--- config.mk ---
export PLATFORM = sky130hd
export DESIGN_NAME = in_port_strobe_rx_flat
export DESIGN_NICKNAME = d
export VERILOG_FILES = /design/src/rtl/in_port_strobe_rx_pkg.sv /design/src/rtl/in_port_strobe_rx_if.sv /design/src/rtl/in_port_fifo.sv /design/src/rtl/in_port_strobe_rx.sv /design/src/flat_wrapper.sv
export SDC_FILE = /design/constraint.sdc
export NUM_CORES = 1
export LEC_CHECK = 0
export CAP_MARGIN = 5
export CORE_MARGIN = 3
export CORE_UTILIZATION = 58
export CTS_BUF_LIST = sky130_fd_sc_hd__clkbuf_8
export CTS_CLUSTER_DIAMETER = 200
export DETAILED_ROUTE_END_ITERATION = 8
export PLACE_DENSITY = 0.81
export SKIP_CTS_REPAIR_TIMING = 1
export SYNTH_ARGS = -nofsm -noshare
export SYNTH_HDL_FRONTEND = slang
export SYNTH_HIERARCHICAL = 1
export SYNTH_SLANG_ARGS = --single-unit
--- constraint.sdc ---
create_clock -name Clock -period 3 [get_ports Clock]
set_clock_uncertainty 0.15 [all_clocks]
set_input_delay 0.6 -clock Clock [delete_from_list [all_inputs] [get_ports Clock]]
set_output_delay 0.6 -clock Clock [all_outputs]
set_load 0.01 [all_outputs]
--- src/rtl/in_port_strobe_rx_pkg.sv ---
// Shared constants for the CPU input-port strobe receiver.
package in_port_strobe_rx_pkg;

  localparam int WORD_WIDTH          = 32;
  localparam int IN_PORT_DEPTH       = 4;
  localparam int IN_PORT_SYNC_STAGES = 2;

endpackage

--- src/rtl/in_port_strobe_rx_if.sv ---
// Strobe/data/read bus between the external source, the datapath and the receiver.
interface in_port_strobe_rx_if #(
  parameter int WIDTH = 32
);
  logic             strobe;
  logic [WIDTH-1:0] input_data;
  logic             InPortout;
  logic [WIDTH-1:0] BusMuxInInPortout;
  logic             in_valid;
  logic             in_full;
  logic             overflow;
  logic             underflow;

  modport master (
    output strobe, input_data, InPortout,
    input  BusMuxInInPortout, in_valid, in_full, overflow, underflow
  );

  modport slave (
    input  strobe, input_data, InPortout,
    output BusMuxInInPortout, in_valid, in_full, overflow, underflow
  );
endinterface

--- src/rtl/in_port_fifo.sv ---
// Small synchronous FIFO with combinational head read, last-popped hold and sticky error flags.
module in_port_fifo #(
  parameter int WIDTH = 32,
  parameter int DEPTH = 4
) (
  input  logic             i_clk,
  input  logic             i_srst,
  input  logic             i_push,
  input  logic             i_pop,
  input  logic [WIDTH-1:0] i_data,
  output logic [WIDTH-1:0] o_rdata,
  output logic             o_empty,
  output logic             o_full,
  output logic             o_overflow,
  output logic             o_underflow
);
  localparam int PTR_W = $clog2(DEPTH);
  localparam int CNT_W = PTR_W + 1;
  localparam logic [PTR_W-1:0] PTR_ONE  = PTR_W'(1);
  localparam logic [CNT_W-1:0] CNT_ONE  = CNT_W'(1);
  localparam logic [CNT_W-1:0] CNT_FULL = CNT_W'(DEPTH);

  logic [WIDTH-1:0] r_mem [DEPTH];
  logic [PTR_W-1:0] r_wr_ptr;
  logic [PTR_W-1:0] r_rd_ptr;
  logic [CNT_W-1:0] r_count;
  logic [WIDTH-1:0] r_last;
  logic             r_overflow;
  logic             r_underflow;

  logic w_empty;
  logic w_full;
  logic w_do_push;
  logic w_do_pop;

  assign w_empty   = (r_count == '0);
  assign w_full    = (r_count == CNT_FULL);
  assign w_do_pop  = i_pop & ~w_empty;
  // A pop at full frees the slot this push lands in.
  assign w_do_push = i_push & (~w_full | w_do_pop);

  always_ff @(posedge i_clk) begin
    if (!i_srst && w_do_push) begin
      r_mem[r_wr_ptr] <= i_data;
    end
  end

  always_ff @(posedge i_clk) begin
    if (i_srst) begin
      r_wr_ptr    <= '0;
      r_rd_ptr    <= '0;
      r_count     <= '0;
      r_last      <= '0;
      r_overflow  <= 1'b0;
      r_underflow <= 1'b0;
    end else begin
      if (w_do_push) begin
        r_wr_ptr <= r_wr_ptr + PTR_ONE;
      end
      if (w_do_pop) begin
        r_rd_ptr <= r_rd_ptr + PTR_ONE;
        r_last   <= r_mem[r_rd_ptr];
      end
      case ({w_do_push, w_do_pop})
        2'b10:   r_count <= r_count + CNT_ONE;
        2'b01:   r_count <= r_count - CNT_ONE;
        default: r_count <= r_count;
      endcase
      if (i_push && w_full && !i_pop) begin
        r_overflow <= 1'b1;
      end
      if (i_pop && w_empty) begin
        r_underflow <= 1'b1;
      end
    end
  end

  assign o_rdata     = w_empty ? r_last : r_mem[r_rd_ptr];
  assign o_empty     = w_empty;
  assign o_full      = w_full;
  assign o_overflow  = r_overflow;
  assign o_underflow = r_underflow;

endmodule

--- src/rtl/in_port_strobe_rx.sv ---
// Input-port receiver: synchronizes the source strobe, queues words, and serves the head to the bus mux.
module in_port_strobe_rx
  import in_port_strobe_rx_pkg::*;
#(
  parameter int WIDTH       = WORD_WIDTH,
  parameter int DEPTH       = IN_PORT_DEPTH,
  parameter int SYNC_STAGES = IN_PORT_SYNC_STAGES
) (
  input logic              Clock,
  input logic              clear,
  in_port_strobe_rx_if.slave port
);
  logic [SYNC_STAGES-1:0] r_sync;
  logic [SYNC_STAGES-1:0] r_sync_live;
  logic                   r_sync_prev;
  logic                   r_armed;
  logic                   r_rd_q;

  logic             w_sync_out;
  logic             w_sync_live;
  logic             w_push;
  logic             w_pop;
  logic [WIDTH-1:0] w_rdata;
  logic             w_empty;
  logic             w_full;
  logic             w_overflow;
  logic             w_underflow;

  assign w_sync_out  = r_sync[SYNC_STAGES-1];
  assign w_sync_live = r_sync_live[SYNC_STAGES-1];

  // r_sync_live marks when the chain holds real samples rather than reset zeros; a strobe
  // must be seen low after clear before its rising edge counts, so a held level never pushes.
  always_ff @(posedge Clock) begin
    if (clear) begin
      r_sync      <= '0;
      r_sync_live <= '0;
      r_sync_prev <= 1'b0;
      r_armed     <= 1'b0;
      r_rd_q      <= 1'b0;
    end else begin
      r_sync      <= {r_sync[SYNC_STAGES-2:0], port.strobe};
      r_sync_live <= {r_sync_live[SYNC_STAGES-2:0], 1'b1};
      r_sync_prev <= w_sync_out;
      if (w_sync_live && !w_sync_out) begin
        r_armed <= 1'b1;
      end
      r_rd_q <= port.InPortout;
    end
  end

  assign w_push = w_sync_live & w_sync_out & ~r_sync_prev & r_armed;
  assign w_pop  = port.InPortout & ~r_rd_q;

  in_port_fifo #(
    .WIDTH (WIDTH),
    .DEPTH (DEPTH)
  ) u_fifo (
    .i_clk       (Clock),
    .i_srst      (clear),
    .i_push      (w_push),
    .i_pop       (w_pop),
    .i_data      (port.input_data),
    .o_rdata     (w_rdata),
    .o_empty     (w_empty),
    .o_full      (w_full),
    .o_overflow  (w_overflow),
    .o_underflow (w_underflow)
  );

  assign port.BusMuxInInPortout = w_rdata;
  assign port.in_valid          = ~w_empty;
  assign port.in_full           = w_full;
  assign port.overflow          = w_overflow;
  assign port.underflow         = w_underflow;

endmodule

--- src/flat_wrapper.sv ---
// flat-port wrapper written by rule: the top's interface ports become plain ports
module in_port_strobe_rx_flat import in_port_strobe_rx_pkg::*;
#(
  parameter int WIDTH       = WORD_WIDTH,
  parameter int DEPTH       = IN_PORT_DEPTH,
  parameter int SYNC_STAGES = IN_PORT_SYNC_STAGES
)
  (Clock, clear, port_strobe, port_input_data, port_InPortout, port_BusMuxInInPortout, port_in_valid, port_in_full, port_overflow, port_underflow);
  in_port_strobe_rx_if #(.WIDTH(WIDTH)) port_i ();
  input logic Clock;
  input logic clear;
  input wire logic [$bits(port_i.strobe)-1:0] port_strobe;
  input wire logic [$bits(port_i.input_data)-1:0] port_input_data;
  input wire logic [$bits(port_i.InPortout)-1:0] port_InPortout;
  output wire logic [$bits(port_i.BusMuxInInPortout)-1:0] port_BusMuxInInPortout;
  output wire logic [$bits(port_i.in_valid)-1:0] port_in_valid;
  output wire logic [$bits(port_i.in_full)-1:0] port_in_full;
  output wire logic [$bits(port_i.overflow)-1:0] port_overflow;
  output wire logic [$bits(port_i.underflow)-1:0] port_underflow;
  assign port_i.strobe = port_strobe;
  assign port_i.input_data = port_input_data;
  assign port_i.InPortout = port_InPortout;
  assign port_BusMuxInInPortout = port_i.BusMuxInInPortout;
  assign port_in_valid = port_i.in_valid;
  assign port_in_full = port_i.in_full;
  assign port_overflow = port_i.overflow;
  assign port_underflow = port_i.underflow;
  in_port_strobe_rx #(.WIDTH(WIDTH), .DEPTH(DEPTH), .SYNC_STAGES(SYNC_STAGES)) u_core (.Clock(Clock), .clear(clear), .port(port_i));
endmodule
Word-level counts from Yosys, hierarchy flattened
Memory sizes are Yosys's and may differ from the RTL's. A register that Yosys moved wholly into a read port is not among the register bits.
Cells that the tools add are included.
{"block": "word_totals", "regBits": 48, "n_memories": 1, "word_cells": 48, "in_bits": 36, "output_inout_bits": 36, "ramBits": 128}
{"block": "op_classes", "addsub": 4, "bitwise_logic": 11, "n_mux": 7, "eq_ne": 3, "n_reduce_logical": 10}
{"memory": "u_core.u_fifo.r_mem", "words": 4, "word_bits": 32, "read_ports": 1, "rd_ports_with_merged_regs": 1, "wr": 1, "line_no": "in_port_fifo.sv:23", "source": "logic [WIDTH-1:0] r_mem [DEPTH];"}
{"cell": "2-to-1 mux 32 bit", "n": 1}
{"cell": "AND 1 bit", "n": 6}
{"cell": "one-hot mux 3 bit (2 select lines)", "n": 1}
{"cell": "logical AND 1 bit", "n": 5}
{"cell": "adder 2 x 1 -> 2 bit, second input constant", "n": 2}
{"cell": "2-to-1 mux 2 bit", "n": 2}
{"cell": "inverter 1 bit", "n": 4}
{"cell": "adder 3 x 1 -> 3 bit, second input constant", "n": 1}
{"cell": "== test 3 bit, second input constant", "n": 1}
{"cell": "logical NOT 1 bit", "n": 3}
{"cell": "logical NOT 3 bit", "n": 1}
{"cell": "2-to-1 mux 1 bit", "n": 3}
{"cell": "subtractor 3 x 1 -> 3 bit, second input constant", "n": 1}
{"cell": "== test 2 x 1 -> 1 bit, second input constant", "n": 1}
{"cell": "== test 2 bit, second input constant", "n": 1}
{"cell": "nonzero test 2 bit", "n": 1}
{"cell": "OR 1 bit", "n": 1}

Logic depth before layout (Yosys ltp)
Gate-level depths: netlist of the first run.
{"block": "depth", "ltp_word": 8, "depth_mapped": 9}

Cells and area by module
The synthesis of the first run kept the hierarchy.
{"mod": "in_port_fifo", "area_each_um2": 6686.4, "n_inst": 1, "cells_each": 408}
{"mod": "in_port_strobe_rx", "area_each_um2": 221.5, "n_inst": 1, "cells_each": 18}

Worst setup path before layout of the first run
Ideal clock, no wire load.
{"block": "synth_path", "path_kind": "input -> register", "start": "input port_InPortout", "end": "register u_core.u_fifo.r_count[2]", "required_ns": 2.727, "slack_ns": 0.472, "path_buffers": 2, "path_stages": 8, "setup_time_ns": 0.123, "arrival_ns": 2.255, "cell_sequence": "nor2b_1 -> buf_2 -> o31a_2 -> buf_2 -> nand2b_1 -> fa_1 -> o31ai_2 -> mux2_1"}
{"block": "synth_via", "elab_chain_cells": 6, "word_cells_on_any_way": 8}
{"element": "start: declaration", "line_no": "flat_wrapper.sv:14", "source": "input wire logic [$bits(port_i.InPortout)-1:0] port_InPortout;"}
{"element": "AND 1 bit (*)", "line_no": "in_port_strobe_rx.sv:53", "source": "assign w_pop = port.InPortout & ~r_rd_q;"}
{"element": "AND 1 bit (*)", "line_no": "in_port_fifo.sv:38", "source": "assign w_do_pop = i_pop & ~w_empty;"}
{"element": "OR 1 bit", "line_no": "in_port_fifo.sv:40", "source": "assign w_do_push = i_push & (~w_full | w_do_pop);"}
{"element": "AND 1 bit", "line_no": "in_port_fifo.sv:40"}
{"element": "== test 2 x 1 -> 1 bit or == test 2 bit (tied branches)", "line_no": "in_port_fifo.sv:64", "source": "case ({w_do_push, w_do_pop})"}
{"element": "one-hot mux 3 bit (2 select lines) or nonzero test 2 bit (tied branches)"}
{"element": "end signal: assignment", "line_no": "in_port_fifo.sv:65", "source": "2'b10: r_count <= r_count + CNT_ONE;"}
{"element": "end signal: assignment", "line_no": "in_port_fifo.sv:66", "source": "2'b01: r_count <= r_count - CNT_ONE;"}
{"element": "end signal: assignment", "line_no": "in_port_fifo.sv:67", "source": "default: r_count <= r_count;"}
{"element": "end: declaration", "line_no": "in_port_fifo.sv:26", "source": "logic [CNT_W-1:0] r_count;"}
Mark *: on every way between the ends. The rest lies on a longest branch, timed or not.
A chain may end at the register's enable or synchronous reset.

==> flow_summary.yaml, run 1 <==
run_status:
  run_status: "completed"
setup_path:
  timing.critical_path.mode_cell: "buf_6"
  rr_endpoint: "u_core/u_fifo/r_count[1]$_SDFFE_PP0P_"
  critPathArrivalTime_ns: 2.23
  cp_slowest_stage_delay_ns: 0.51
  start_kind: "register"
  critPathMaxFanout: 6
  timing.critical_path.cells: "buf_6 > clkbuf_16 > buf_6 > mux4_2 > mux2_2 > dlymetal6s2s_1"
  worst-setup-path-type: "reg2out"
  timing.critical_path.to_type: "output port"
  slowest_stage: "mux4_2"
  ff2ff_setup_slack_ns: 0.77
  worstRegToRegCells: 6
  worstPathRequired_ns: 2.25
  r2r-start: "u_core/r_sync[1]$_SDFF_PP0_"
sta:
  grt_setup_unrepaired: "yes"
  worstMarginPinSlew_ns: 0.744
  worst_slew_margin_relative_to_its_limit_pct: 50.4
  hold_violations: 0
  timing_max_transition_violations_final: 0
  setup_violations: 0
  setup_ws_ns: 0.0169
  final_period_demand_of_the_worst_path_ns: 2.98
  fmax_mhz: 335
  period_share_pct: 99.4
placement:
  dp_slack_ns: 0.237
  placed_cells_incl_taps: 632
  dp_hpwl_um: 7620
  gpl.final_weighted_congestion: 0.717
  place.port_buffers: 71
synthesis:
  syn-cell-area_mm2: 0.00691
  syn_inst: 426
  dominant_synthesized_flop_cell: "edfxtp_1"
  seq_area_frac_synth_pct: 70.1
  synth_top_cells_by_count: "128 x edfxtp_1, 65 x nand2_1, 50 x dfxtp_1, 33 x a21oi_1"
  synthesis.yosys.warnings: 6
  synth_seq_cells: 178
  synth_top_area_share_pct: 55.6
  synth_cell_types: 38
  synth-edff-count: 128
  synth.top_cells.by_area: "edfxtp_1 56%, dfxtp_1 14%, mux4_2 10%"
  synth_most_common_cell: "edfxtp_1"
  synth.net_count: 467
  syn_avg_cell_area_um2: 16.2
  yosysTopAreaCell: "edfxtp_1"
  fraction_of_registers_with_async_set_or_reset_after_synthesis_pct: 0
detailed_routing:
  met3RoutedLength_um: 913
  route.antenna.remaining_nets: 0
  first_pass_iters: 5
  met2_wirelength_um: 6740
  drt_drc: 0
  detail_route.vias_per_cell: 5.71
  routed.top_layer: "met4"
  drt_first_iter_violations: 419
  dr_total_vias: 3820
  drt-met1-wl_um: 5180
  route.detailed.wl_per_inst_um: 19.5
  post_route_wl_um: 13000
clocking:
  cts-htree-levels: 4
  cts-buffers-inserted: 17
  insertion_delay_ns: 0.45
  cts.sink_count: 178
  clockBufferDepth: 2
  cts_tree: "done"
  clockRootBuffer: "clkbuf_8"
  clock_transition_at_path_regs_ns: 0.09
floorplan:
  fp.dieH_um: 115
  fp-row-count: 39
  initial_cell_density_of_the_core_pct: 60.0
  core-area_mm2: 0.0115
  io-pin-count: 72
  dieWidth_um: 115
  design.die.area_mm2: 0.0133
power_and_ir_drop:
  fin_total_pwr_mw: 4.53
  power-per-cell-area_mw_per_mm2: 534
  power.static_leakage_nw: 3.36
  ir_drop_uv: 575
min_path:
  hold_path_class: "reg2reg"
  whs_path_depth: 1
  hold_end: "u_core/r_sync_live[1]$_SDFF_PP0_"
  worst_hold_startpoint: "u_core/r_sync_live[0]$_DFF_P_"
global_route:
  grt_remaining_overflow: 0
  grt_first_pass_wirelength_um: 20200
  pin_count_of_the_biggest_net_entering_global_routing: 50
  antenna_found_initial: 0
  first_global_vias: 4002
  global_route.usage.total_pct: 20.8
cells_and_area:
  layoutNonFillerInstCount: 669
  antenna_cells_inserted: 0
  areaGrowthSynthToFinish_pct: 22.7
  layout.nets: 554
  drive_above_1_share_pct: 26.0
job:
  cap_viol_max_count: 0
critical path, delay by kind of cell, from the launching register on:
family	cells	cell delay [ns]
buffers and inverters	4	0.56
multiplexers	2	0.81
flip-flops	1	0.41
final cells by class:
class                   instances  area, µm²
inverters                       8       30.0
flip-flops and latches        178       4850
multi-input cells             215       1920
well taps                     143        179
clock inverters                15        206
clock buffers                  17        234
repair buffers                 93       1060
fillers                       708       3040
power by group:
part	switching, mW	internal, mW	leakage [nW]	total, mW
Clock	0.857	0.923	0.228	1.78
Combinational	0.0506	0.0611	1.58	0.112
Sequential	0.00347	2.63	1.56	2.64
how the worst max path moves through the flow:
stage	slack (ns)	endpoint	cells past startpoint	startpoint
2_1_floorplan	0.47	u_core/u_fifo/r_count[2]$_SDFFE_PP0P_	8	port_InPortout
3_3_place_gp	0.27	u_core/u_fifo/r_count[2]$_SDFFE_PP0P_	7	port_InPortout
3_5_place_dp	0.24	u_core/u_fifo/r_count[2]$_SDFFE_PP0P_	7	port_InPortout
4_1_cts	-0.14	port_BusMuxInInPortout[25]	4	register
5_1_grt	-0.06	port_BusMuxInInPortout[25]	6	register
6_report	0.02	port_BusMuxInInPortout[25]	6	register
kinds of logic (layout without fill, tap and decap cells):
group / count (synthesis) / after routing / synth area share, %
multiplexers: 66 / 66 / 16.0
XOR/XNOR: 5 / 5 / 0.634
AO/OA/AOI/OAI: 42 / 42 / 3.79
flip-flops: 178 / 178 / 70.1
buffers and inverters: 33 / 133 / 2.16
AND/OR/NAND/NOR: 97 / 97 / 6.32
adder cells (fa/ha/maj): 5 / 5 / 1.01
stage by stage:
stage               utilization, %  instance area [µm²]  hold WS, ns  TNS [ns]
floorplan                        -                 6910        0.278         0
global placement              68.6                 7900        0.282         0
detailed placement            68.6                 7900        0.290         0
CTS                           72.4                 8340        0.310     -3.72
global route                  73.6                 8480        0.316   -0.0767
finish                        73.6                 8480        0.302         0
cell usage in the layout, fill, tap and decap left out, types with 2 or more instances in the layout:
cell type	n
inv_6	4
nor2b_1	2
inv_8	2
dfxtp_1	48
clkbuf_2	3
xnor2_1	2
buf_12	7
mux2_2	32
mux4_2	32
buf_4	11
dlymetal6s2s_1	29
edfxtp_1	128
nor2_1	13
nand2_1	65
and2b_2	5
inv_1	9
clkdlybuf4s50_1	38
and2_2	4
clkbuf_16	2
clkbuf_8	17
ha_1	4
buf_6	2
xor2_1	3
a21oi_1	33
bufinv_16	4
flip-flops by register name, summed over array words and instances (netlist names), named ones only:
| register | count |
|---|---|
| u_core/u_fifo/r_wr_ptr | 2 |
| u_core/r_armed | 1 |
| u_core/r_sync_prev | 1 |
| u_core/r_rd_q | 1 |
| u_core/u_fifo/r_rd_ptr | 2 |
| u_core/u_fifo/o_underflow | 1 |
| u_core/r_sync | 2 |
| u_core/r_sync_live | 2 |
| u_core/u_fifo/r_count | 3 |
| u_core/u_fifo/o_overflow | 1 |
| u_core/u_fifo/r_last | 32 |
| u_core/u_fifo/r_mem | 128 |
layer usage:
layer	vias up	GRT usage (%)
met1	1886	25.7
met3	19	5.84
li1	1766	-
met2	149	34.2
met4	0	9.55
met5	-	0
No activity file was read; power rests on OpenSTA's default activity.
==> run 2: changes to the inputs <==
Settings changed: CAP_MARGIN 5 to unset.
==> results of run 2 <==
No change in the layout: final DEF, timing and power equal those of run 1.
==> run 3: changes to the inputs <==
Settings changed: CORE_UTILIZATION 58 to 60, DONT_BUFFER_PORTS set to 1, PLACE_DENSITY 0.81 to 0.76.
==> flow_summary.yaml, run 3 (synthesis results as in run 1) <==
job:
  cap_viol_max_count: 0
global_route:
  antenna_found_initial: 0
  met1_routing_resource_usage_after_global_routing_pct: 24.2
  first_global_vias: 3585
  pin_count_of_the_biggest_net_entering_global_routing: 51
  use_met2_pct: 34.1
  grt_first_pass_wirelength_um: 19200
  grt.busiest_layer: "met2"
  global_route.usage.total_pct: 20.4
  global_route.usage.met3_pct: 7.97
  grt_remaining_overflow: 0
clocking:
  insertion_delay_ns: 0.45
  clock_transition_at_path_regs_ns: 0.08
  cts_tree: "done"
  cts-htree-levels: 4
  cts-buffers-inserted: 17
  clockBufferDepth: 2
  clockRootBuffer: "clkbuf_8"
  cts.sink_count: 178
cells_and_area:
  layout.nets: 468
  layoutNonFillerInstCount: 580
  antenna_cells_inserted: 0
  max_reg_flops: 128
  most_common_cell_after_layout_fill_and_taps_aside: "edfxtp_1"
  fillCellCount: 759
  reg_top3: "u_core/u_fifo/r_mem (128), u_core/u_fifo/r_last (32), u_core/u_fifo/r_count (3)"
  final-seq-area_mm2: 0.00485
  layout.core_utilization_pct: 67.5
  drive_above_1_share_pct: 26.6
  final_cell_mix: "128 x edfxtp_1, 65 x nand2_1, 48 x dfxtp_1, 33 x a21oi_1"
  areaGrowthSynthToFinish_pct: 7.73
  regMostFlops: "u_core/u_fifo/r_mem"
  multi_input_comb_area_mm2: 0.00192
  design_area_mm2: 0.00744
sta:
  worst_slew_margin_relative_to_its_limit_pct: 39.8
  hold_violations: 0
  setup_violations: 0
  tns_ns: 0
  grt_setup_unrepaired: "no"
  worstMarginPinSlew_ns: 0.903
  fmax_mhz: 355
  hold_slack_ns: 0.0590
  final_period_demand_of_the_worst_path_ns: 2.81
  period_share_pct: 93.8
  setup_ws_ns: 0.185
  timing_max_transition_violations_final: 0
detailed_routing:
  post_route_wl_um: 12100
  drt_first_iter_violations: 216
  detail_route.vias_per_cell: 5.96
  first_pass_iters: 4
  route.antenna.remaining_nets: 0
  dr_total_vias: 3458
  route.detailed.wl_per_inst_um: 20.9
  drt_drc: 0
setup_path:
  critPathArrivalTime_ns: 2.06
  timing.critical_path.from: "u_core/u_fifo/r_count[0]$_SDFFE_PP0P_"
  r2r-start: "u_core/r_sync[1]$_SDFF_PP0_"
  rr_endpoint: "u_core/u_fifo/r_mem[2][14]$_DFFE_PP_"
  cp_slowest_stage_delay_ns: 0.47
  critPathTopFamily: "simple AND/OR/NAND/NOR gates"
  start_kind: "register"
  timing.critical_path.to_type: "output port"
  worstPathRequired_ns: 2.25
  worst-setup-path-type: "reg2out"
  timing.critical_path.cells: "nor3_4 > buf_12 > mux2_2"
  crit_end: "port_BusMuxInInPortout[27]"
  slowest_stage: "nor3_4"
  worstRegToRegCells: 4
  crit_buf_inv: 1
  critPathMaxFanout: 27
  cp.depth: 3
  ff2ff_setup_slack_ns: 0.54
power_and_ir_drop:
  power-per-cell-area_mw_per_mm2: 554
  fin_total_pwr_mw: 4.12
  power.static_leakage_nw: 2.41
  ir_drop_uv: 472
placement:
  placed_cells_incl_taps: 548
  placement.cell_area_mm2: 0.00708
  dp_hpwl_um: 7050
  gpl.final_weighted_congestion: 0.706
  place.port_buffers: 0
  dp_slack_ns: 0.363
floorplan:
  fp-row-count: 38
  dieWidth_um: 113
  core-area_mm2: 0.0110
  design.die.area_mm2: 0.0128
  fp.dieH_um: 113
  io-pin-count: 72
  initial_cell_density_of_the_core_pct: 62.6
run_status:
  run_status: "completed"
min_path:
  hold_path_class: "in2reg"
==> run 3: where the power goes <==
part	switching (mW)	internal, mW
combinational	0.0151	0.0146
sequential	0.00399	2.63
clock	0.783	0.673
total	0.802	3.32
==> run 3: worst min-delay path by stage <==
| stage | startpoint | to | slack (ns) | depth (start not counted) |
|---|---|---|---|---|
| 6_report | clear | u_core/u_fifo/r_last[25]$_SDFFE_PP0N_ | 0.06 | 1 |
| 5_1_grt | clear | u_core/u_fifo/r_last[20]$_SDFFE_PP0N_ | 0.01 | 1 |
| 4_1_cts | clear | register | 0.007 | 1 |
| 3_5_place_dp | u_core/u_fifo/r_last[18]$_SDFFE_PP0N_ | u_core/u_fifo/r_last[18]$_SDFFE_PP0N_ | 0.29 | 2 |
| 3_3_place_gp | u_core/u_fifo/r_last[24]$_SDFFE_PP0N_ | u_core/u_fifo/r_last[24]$_SDFFE_PP0N_ | 0.28 | 2 |
| 2_1_floorplan | u_core/r_sync[0]$_SDFF_PP0_ | u_core/r_sync[1]$_SDFF_PP0_ | 0.28 | 1 |
==> run 3: area by class of cell <==
| cell class | instances | share of cell area [%] |
|---|---|---|
| inverters | 8 | 0.403 |
| well taps | 140 | 2.35 |
| flip-flops and latches | 178 | 65.2 |
| clock buffers | 22 | 4.07 |
| repair buffers | 7 | 1.38 |
| clock inverters | 10 | 0.807 |
| multi-input cells | 215 | 25.8 |
==> run 3: per-layer routing <==
metal	vias to the layer above	share of wire, %
met5	-	0
met3	12	6.8
met2	96	52
met1	1766	40
met4	0	0.94
li1	1584	-
